==> src/rtl/hazard_control_unit_pkg.sv <==
// Shared encodings for the hazard control unit: FSM states, bubble
// instruction and the debug stall-cause codes.
package hazard_control_unit_pkg;

  localparam logic [1:0] ST_RUN     = 2'd0;
  localparam logic [1:0] ST_MD_WAIT = 2'd1;
  localparam logic [1:0] ST_MD_DONE = 2'd2;

  // addi x0, x0, 0 -- what a flushed pipeline register holds
  localparam logic [31:0] NOP_INSN = 32'h0000_0013;

  localparam logic [2:0] CAUSE_NONE     = 3'd0;
  localparam logic [2:0] CAUSE_RESET    = 3'd1;
  localparam logic [2:0] CAUSE_MEM      = 3'd2;
  localparam logic [2:0] CAUSE_MD       = 3'd3;
  localparam logic [2:0] CAUSE_BRANCH   = 3'd4;
  localparam logic [2:0] CAUSE_LOAD_USE = 3'd5;

  function automatic logic load_use_hit(
    input logic [4:0] rs1,
    input logic [4:0] rs2,
    input logic       rs1_used,
    input logic       rs2_used,
    input logic [4:0] rd,
    input logic       mem_read
  );
    // x0 is never a real dependency
    return mem_read && (rd != 5'd0) &&
           ((rs1_used && (rs1 == rd)) || (rs2_used && (rs2 == rd)));
  endfunction

endpackage

==> src/rtl/hazard_control_unit_sat_counter.sv <==
// Up-counter that holds at all-ones instead of wrapping; clr restarts it.
module hazard_control_unit_sat_counter #(
  parameter int WIDTH = 32
) (
  input  logic             clk,
  input  logic             rst,
  input  logic             clr,
  input  logic             inc,
  output logic [WIDTH-1:0] count
);

  always_ff @(posedge clk) begin
    if (rst || clr) begin
      count <= '0;
    end else if (inc && (count != {WIDTH{1'b1}})) begin
      count <= count + WIDTH'(1);
    end
  end

endmodule

==> src/rtl/hazard_control_unit.sv <==
// Pipeline sequencing controller: memory/mul-div stalls, branch flushes,
// load-use bubbles, plus saturating stall and flush counters.
module hazard_control_unit
  import hazard_control_unit_pkg::*;
#(
  parameter int CNT_WIDTH  = 32,
  parameter int MD_TIMEOUT = 64
) (
  input  logic                 clk,
  input  logic                 rst,
  input  logic [4:0]           id_rs1,
  input  logic [4:0]           id_rs2,
  input  logic                 id_rs1_used,
  input  logic                 id_rs2_used,
  input  logic [4:0]           ex_rd,
  input  logic                 ex_mem_read,
  input  logic                 ex_md_op,
  input  logic                 ex_branch_taken,
  input  logic                 md_done,
  input  logic                 dmem_req,
  input  logic                 dmem_ack,
  output logic                 md_start,
  output logic                 pc_we,
  output logic                 if_id_en,
  output logic                 id_ex_en,
  output logic                 ex_mem_en,
  output logic                 mem_wb_en,
  output logic                 if_id_flush,
  output logic                 id_ex_flush,
  output logic                 ex_mem_flush,
  output logic                 md_timeout,
  output logic [CNT_WIDTH-1:0] stall_cycles,
  output logic [CNT_WIDTH-1:0] flush_count,
  output logic [1:0]           dbg_state,
  output logic [2:0]           dbg_cause
);

  localparam int TW = $clog2(MD_TIMEOUT + 1);

  logic [1:0]    state_q, state_d;
  logic          mem_stall, md_busy, load_use, flush_inc;
  logic [TW-1:0] tmo_count;

  assign mem_stall = dmem_req & ~dmem_ack;
  assign md_busy   = (state_q == ST_MD_WAIT) | ((state_q == ST_RUN) & ex_md_op);
  assign load_use  = load_use_hit(id_rs1, id_rs2, id_rs1_used, id_rs2_used,
                                  ex_rd, ex_mem_read);

  // Highest-priority condition wins; reset fills every register with bubbles.
  always_comb begin
    pc_we        = 1'b1;
    if_id_en     = 1'b1;
    id_ex_en     = 1'b1;
    ex_mem_en    = 1'b1;
    mem_wb_en    = 1'b1;
    if_id_flush  = 1'b0;
    id_ex_flush  = 1'b0;
    ex_mem_flush = 1'b0;
    md_start     = 1'b0;
    flush_inc    = 1'b0;
    dbg_cause    = CAUSE_NONE;
    if (rst) begin
      pc_we        = 1'b0;
      if_id_flush  = 1'b1;
      id_ex_flush  = 1'b1;
      ex_mem_flush = 1'b1;
      dbg_cause    = CAUSE_RESET;
    end else if (mem_stall) begin
      pc_we     = 1'b0;
      if_id_en  = 1'b0;
      id_ex_en  = 1'b0;
      ex_mem_en = 1'b0;
      mem_wb_en = 1'b0;
      dbg_cause = CAUSE_MEM;
    end else if (md_busy) begin
      pc_we        = 1'b0;
      if_id_en     = 1'b0;
      id_ex_en     = 1'b0;
      ex_mem_flush = 1'b1;
      md_start     = (state_q == ST_RUN);
      dbg_cause    = CAUSE_MD;
    end else if (ex_branch_taken) begin
      if_id_flush = 1'b1;
      id_ex_flush = 1'b1;
      flush_inc   = 1'b1;
      dbg_cause   = CAUSE_BRANCH;
    end else if (load_use) begin
      pc_we       = 1'b0;
      if_id_en    = 1'b0;
      id_ex_flush = 1'b1;
      dbg_cause   = CAUSE_LOAD_USE;
    end
  end

  always_comb begin
    state_d = state_q;
    case (state_q)
      ST_RUN:     if (md_start)  state_d = ST_MD_WAIT;
      ST_MD_WAIT: if (md_done)   state_d = ST_MD_DONE;
      ST_MD_DONE: if (ex_mem_en) state_d = ST_RUN;
      default:                   state_d = ST_RUN;
    endcase
  end

  always_ff @(posedge clk) begin
    if (rst) begin
      state_q <= ST_RUN;
    end else begin
      state_q <= state_d;
    end
  end

  assign dbg_state = state_q;

  hazard_control_unit_sat_counter #(.WIDTH(TW)) u_tmo_cnt (
    .clk   (clk),
    .rst   (rst),
    .clr   (md_start),
    .inc   (state_q == ST_MD_WAIT),
    .count (tmo_count)
  );

  // Sticky: set on the edge where the wait count reaches MD_TIMEOUT.
  always_ff @(posedge clk) begin
    if (rst) begin
      md_timeout <= 1'b0;
    end else if ((state_q == ST_MD_WAIT) && (tmo_count == TW'(MD_TIMEOUT - 1))) begin
      md_timeout <= 1'b1;
    end
  end

  hazard_control_unit_sat_counter #(.WIDTH(CNT_WIDTH)) u_stall_cnt (
    .clk   (clk),
    .rst   (rst),
    .clr   (1'b0),
    .inc   (~pc_we & ~rst),
    .count (stall_cycles)
  );

  hazard_control_unit_sat_counter #(.WIDTH(CNT_WIDTH)) u_flush_cnt (
    .clk   (clk),
    .rst   (rst),
    .clr   (1'b0),
    .inc   (flush_inc),
    .count (flush_count)
  );

endmodule

==> config.mk <==
export PLATFORM = sky130hd
export DESIGN_NAME = hazard_control_unit
export DESIGN_NICKNAME = d
export VERILOG_FILES = /design/src/rtl/hazard_control_unit_pkg.sv /design/src/rtl/hazard_control_unit_sat_counter.sv /design/src/rtl/hazard_control_unit.sv
export SDC_FILE = /design/constraint.sdc
export NUM_CORES = 1
export LEC_CHECK = 0
export ABC_AREA = 1
export CAP_MARGIN = 0
export CELL_PAD_IN_SITES_DETAIL_PLACEMENT = 0
export CELL_PAD_IN_SITES_GLOBAL_PLACEMENT = 1
export CORE_UTILIZATION = 36
export CTS_CLUSTER_SIZE = 8
export DETAILED_ROUTE_END_ITERATION = 12
export HOLD_SLACK_MARGIN = 0.12
export PLACE_DENSITY_LB_ADDON = 0.1
export SYNTH_ARGS = -nofsm -noshare
export SYNTH_HDL_FRONTEND = slang
export SYNTH_SLANG_ARGS = --single-unit
==> constraint.sdc <==
create_clock -name clk -period 2.2 [get_ports clk]
set_input_delay 0.44 -clock clk [delete_from_list [all_inputs] [get_ports clk]]
set_output_delay 0.44 -clock clk [all_outputs]
set_load 0.03 [all_outputs]
# Word-level counts from Yosys, hierarchy flattened
# Index checks and enable logic that the tools add are counted.
totals:
  register_bits: 74
  in_bits: 25
  output_inout_bits: 79
  word_cells: 75
classes:
  add_sub_neg: 3
  eq_ne: 11
  mux: 36
  n_bitwise: 7
  n_reduce_logical: 13
op_table:
  columns: ["operator", "n"]
  rows:
  - ["32-bit by 1-bit adder with 32-bit output (second input constant)", 2]
  - ["32-bit inequality test (second input constant)", 2]
  - ["1-bit 2-to-1 mux", 27]
  - ["3-bit 2-to-1 mux", 5]
  - ["5-bit equality test", 2]
  - ["1-bit logical AND", 8]
  - ["7-bit by 1-bit adder with 7-bit output (second input constant)", 1]
  - ["7-bit by 6-bit equality test with 1-bit output (second input constant)", 1]
  - ["7-bit inequality test (second input constant)", 1]
  - ["2-bit 2-to-1 mux", 3]
  - ["2-bit case mux with 3 select lines", 1]
  - ["5-bit nonzero test", 1]
  - ["2-bit inequality test (second input constant)", 2]
  - ["1-bit AND", 3]
  - ["1-bit inverter", 3]
  - ["3-bit AND reduction", 1]
  - ["2-bit by 1-bit equality test with 1-bit output (second input constant)", 1]
  - ["2-bit equality test (second input constant)", 1]
  - ["2-bit zero test", 1]
  - ["1-bit logical OR", 2]
  - ["2-bit by 1-bit inequality test with 1-bit output (second input constant)", 1]
  - ["1-bit bitwise OR", 1]

# Depth between registers and ports, before layout
logic_depth:
  ltp_word: 12
  mapped_depth: 12
  mapped_depth_nobuf: 12

# By module
# From an unflattened synthesis, not the netlist that was laid out.
hier_totals:
  hier_cells: 818
  area_unflattened_um2: 4957.3
by_module_without_submodules:
  columns: ["module", "n_inst", "cells_per_inst", "area_per_inst_um2", "seq_area_each_um2"]
  rows:
  - ["hazard_control_unit_sat_counter (u_flush_cnt ...)", 2, 328, 2028.2, 640.6]
  - ["hazard_control_unit", 1, 103, 511.7, 60.1]
  - ["hazard_control_unit_sat_counter (u_tmo_cnt)", 1, 59, 389.1, 140.1]

# Worst setup path before layout
# Ideal clock, no wire load.
synth_path:
  path_kind: "flip-flop to output port"
  from: "register state_q[0], in the netlist dbg_state[0]"
  to: "output port if_id_en"
  t_arrival_ns: 2.205
  required_ns: 1.760
  slack_ns: -0.445
  stages_incl_launch_ff: 9
  path_buffers: 1
  cell_sequence: "dfxtp_1 > o21ai_0 > nand2_1 > inv_1 > nor2_1 > inv_1 > nand2_1 > clkbuf_1 > inv_1"
synth_via:
  elab_chain_len: 6
  elab_cells_between_ends: 7
  classes_between: "1 x eq/ne; 3 x mux; 2 x bitwise; 1 x reduce/logical"
synth_lines:
  columns: ["item", "line_no", "source"]
  rows:
  - ["start, declared", "hazard_control_unit.sv:40", "logic [1:0] state_q, state_d;"]
  - ["start signal, assigned", "hazard_control_unit.sv:109", "state_q <= state_d;"]
  - ["2-bit zero test", "hazard_control_unit.sv:45", "assign md_busy = (state_q == ST_MD_WAIT) | ((state_q == ST_RUN) & ex_md_op);"]
  - ["1-bit AND", "hazard_control_unit.sv:45", null]
  - ["1-bit bitwise OR (*)", "hazard_control_unit.sv:45", null]
  - ["1-bit 2-to-1 mux (*)", "hazard_control_unit.sv:75", "end else if (md_busy) begin"]
  - ["1-bit 2-to-1 mux (*)", "hazard_control_unit.sv:68", "end else if (mem_stall) begin"]
  - ["1-bit 2-to-1 mux (*)", "hazard_control_unit.sv:62", "if (rst) begin"]
  - ["end, declared", "hazard_control_unit.sv:24", "output logic if_id_en,"]
# Every way passes the cells marked *; elsewhere a longest branch is shown, timed or not.

# Worst setup path in the final report
layout_path:
  from: "input port id_rs1_used"
  to: "output port dbg_cause[2]"
layout_via:
  elab_chain_len: 8
layout_lines:
  columns: ["item", "line_no", "source"]
  rows:
  - ["start, declared", "hazard_control_unit.sv:13", "input logic id_rs1_used,"]
  - ["1-bit logical AND", "hazard_control_unit_pkg.sv:29", "((rs1_used && (rs1 == rd)) || (rs2_used && (rs2 == rd)));"]
  - ["1-bit logical OR", "hazard_control_unit_pkg.sv:29", null]
  - ["1-bit logical AND", "hazard_control_unit_pkg.sv:28", "return mem_read && (rd != 5'd0) &&"]
  - ["3-bit 2-to-1 mux", "hazard_control_unit.sv:87", "end else if (load_use) begin"]
  - ["3-bit 2-to-1 mux", "hazard_control_unit.sv:82", "end else if (ex_branch_taken) begin"]
  - ["3-bit 2-to-1 mux", "hazard_control_unit.sv:75", null]
  - ["3-bit 2-to-1 mux", "hazard_control_unit.sv:68", null]
  - ["3-bit 2-to-1 mux", "hazard_control_unit.sv:62", null]
  - ["end, declared", "hazard_control_unit.sv:35", "output logic [2:0] dbg_cause"]
# No other way between the ends.

==> out/metrics.cfg <==
[pwr]
p_leak_uw = 0.002561
power_density_nw_per_um2 = 476.3
worst_ir_drop_vdd_v = 0.0003043
power_uw = 3093

[run_status]
status = finished, final reports clean

[timing]
tns_ps = 0
tightest_slew_ps = 453.0
rsz0062_at_grt = no
slew_violations = 0
fmax_mhz = 472.7
slew_headroom_pct = 69.80
fin_crit_ps = 2115
final.setup_skew_ps = 8.583
hold_viol = 0
finalSetupViolations = 0
hold_ws_ps = 463.8
finalCritPeriodShare_pct = 96.15

[synth]
ys_seq_elements = 74
ys_warn_count = 0
syn_area_per_cell_sq_um = 6.367
synth-main-ff-cell = dfxtp_1
syn_area_sq_um = 4788
async_flop_share_pct = 0
synth_nets = 780
ys_types = 41
seq_area_frac_synth_pct = 30.94
syn_inst = 752
synth_edf_count = 0

[cts]
cts_tree = yes
cts.clk_slew.worst_paths_ps = 50
clkLatencyLatePin_ps = 350
h-tree-depth = 3
cts_made_buffers = 9
cts_buffer_depth = 2
postCtsHoldBufs = 0
clock-sinks = 74
cts-root-buf = clkbuf_16

[global_route]
grt_first_pass_wirelength_mm = 23.98
grt_util_all_layers_pct = 21.47
grt_pass1_vias = 4828
grt-ovfl-total = 0
antenna_found_initial = 0
grt_max_degree = 41

[worst_setup_path]
critPathCaptureType = primary output
reg2reg_setup_slack_ps = 190
regToRegEndpoint = u_stall_cnt.count[19]
cp-startpoint = id_rs1_used
start_kind = primary input
path_max_fanout = 3
arrival_ps = 1680
worstPathRequired_ps = 1760
worstSetupPathType = in -> out
r2r_start = u_stall_cnt.count[0]
reg2regPathDepth = 12

[placed_design]
io_buffers = 103
dp_hpwl_mm = 10.86
placedCellCount = 1031
place_congestion = 0.9352

[floorplan]
initial_core_util_pct = 37.49
die_y_um = 117.3
core_sq_um = 12770
dieArea_sq_um = 13770
rows = 41
io_pins = 104
fp.dieW_um = 117.3

[min_path]
hold_depth = 1
worstHoldStart = md_timeout
min_to = md_timeout
hp-class = reg -> reg

[drt]
dr.first_iter.drc_count = 318
dr_total_vias = 5150
antenna_left = 0
wl_per_cell_um = 13.69
drc = 0
first_pass_iters = 4
vias_per_cell = 4.872
drt_wl_total_mm = 14.47

[layout]
layout-drive-gt1-share_pct = 11.53
final_cell_mix = 222 x nand2_1, 97 x nor2_1, 74 x dfxtp_1
nets = 908
fin_cells = 1057
nFillCells = 1291
area_growth_pct = 35.64
final_common_cell = nand2_1
postLayoutCoreUtil_pct = 50.85
antenna-diode-count = 0

[job]
cap_violations = 0

## report_power, final
part,switching [uW],internal [uW],total (uW)
Sequential,10.2,1350,1360
Clock,560,794,1350
Combinational,224,154,378
## cell type report
class,count,area (sq um),area share [%]
Clock buffer,14,254.0,3.911
Clock inverter,2,12.51,0.1926
Sequential cell,74,1481,22.81
Tap cell,172,215.2,3.313
Multi-Input combinational cell,582,2929,45.10
Timing Repair Buffer,140,1325,20.40
Inverter,73,277.8,4.277
## flip-flops by register name, summed over array words and instances, names as in the netlist
signal             flops
u_flush_cnt.count     32
md_timeout             1
u_stall_cnt.count     32
u_tmo_cnt.count        7
dbg_state              2
## metrics by stage
step / worst slack, ps / instance area (sq um)
after floorplan: 31.14 / 4797
after global placement: -149.1 / 6087
after detailed placement: -188.0 / 6087
after CTS: 31.21 / 6426
after global routing: 10.93 / 6495
final: 84.59 / 6495
## cells in the mapped netlist (2+ instances only)
master | number | area [sq um]
clkbuf_1 | 8 | 30.03
and3_1 | 2 | 12.51
xor2_1 | 30 | 262.8
nor2_1 | 100 | 375.4
nand4_1 | 16 | 100.1
nand2_1 | 227 | 852.1
nor2_2 | 2 | 12.51
a31oi_1 | 2 | 12.51
xnor2_1 | 18 | 157.7
nor3_4 | 2 | 32.53
ha_1 | 3 | 37.54
nor2_4 | 5 | 56.30
o21ai_0 | 12 | 60.06
nand3_1 | 58 | 290.3
dfxtp_1 | 74 | 1481
buf_8 | 2 | 30.03
nor3b_1 | 2 | 15.01
inv_1 | 68 | 255.2
buf_2 | 6 | 30.03
nand2_2 | 6 | 37.54
buf_6 | 6 | 67.56
nand3b_1 | 3 | 22.52
nor3_1 | 22 | 110.1
inv_2 | 3 | 11.26
a21oi_1 | 59 | 295.3
## critical path, cell delays in order
cell             delay, ps
clkdlybuf4s50_1        450
nand2_1                 50
nor2_1                  80
nand3_1                 80
nand2_2                110
buf_6                  110
a31oi_4                 80
nor2_1                 100
buf_4                  160
## worst max path at each step
stage / end / slack, ps / depth (start not counted)
global route: u_stall_cnt.count[7] / 10 / 12
finish: dbg_cause[2] / 80 / 9
detailed placement: id_ex_flush / -190 / 10
floorplan: if_id_en / 30 / 9
global placement: id_ex_flush / -150 / 10
CTS: md_start / 30 / 9
## logic make-up after synthesis
family                   after synthesis  share of synthesized area [%]
AO/OA/AOI/OAI                         79                          8.649
XOR/XNOR                              48                          8.780
adder cells (fa/ha/maj)                3                         0.7840
buffers and inverters                 96                          9.198
flip-flops                            74                          30.94
AND/OR/NAND/NOR                      452                          41.65
## repair_timing
action                     CTS  global route
setup endpoints to repair    7            10
pin swaps                   10             9
gates resized for setup     28            21
buffers inserted             9             1
## layer usage
layer	global-route usage (%)	up-vias	wire (um)
met5	0	-	0
met1	29.43	2331	7125
met2	32.66	133	6250
met3	4.037	23	795
met4	9.253	0	297
li1	-	2663	-
Note: power is estimated with default switching activity, not from simulation.
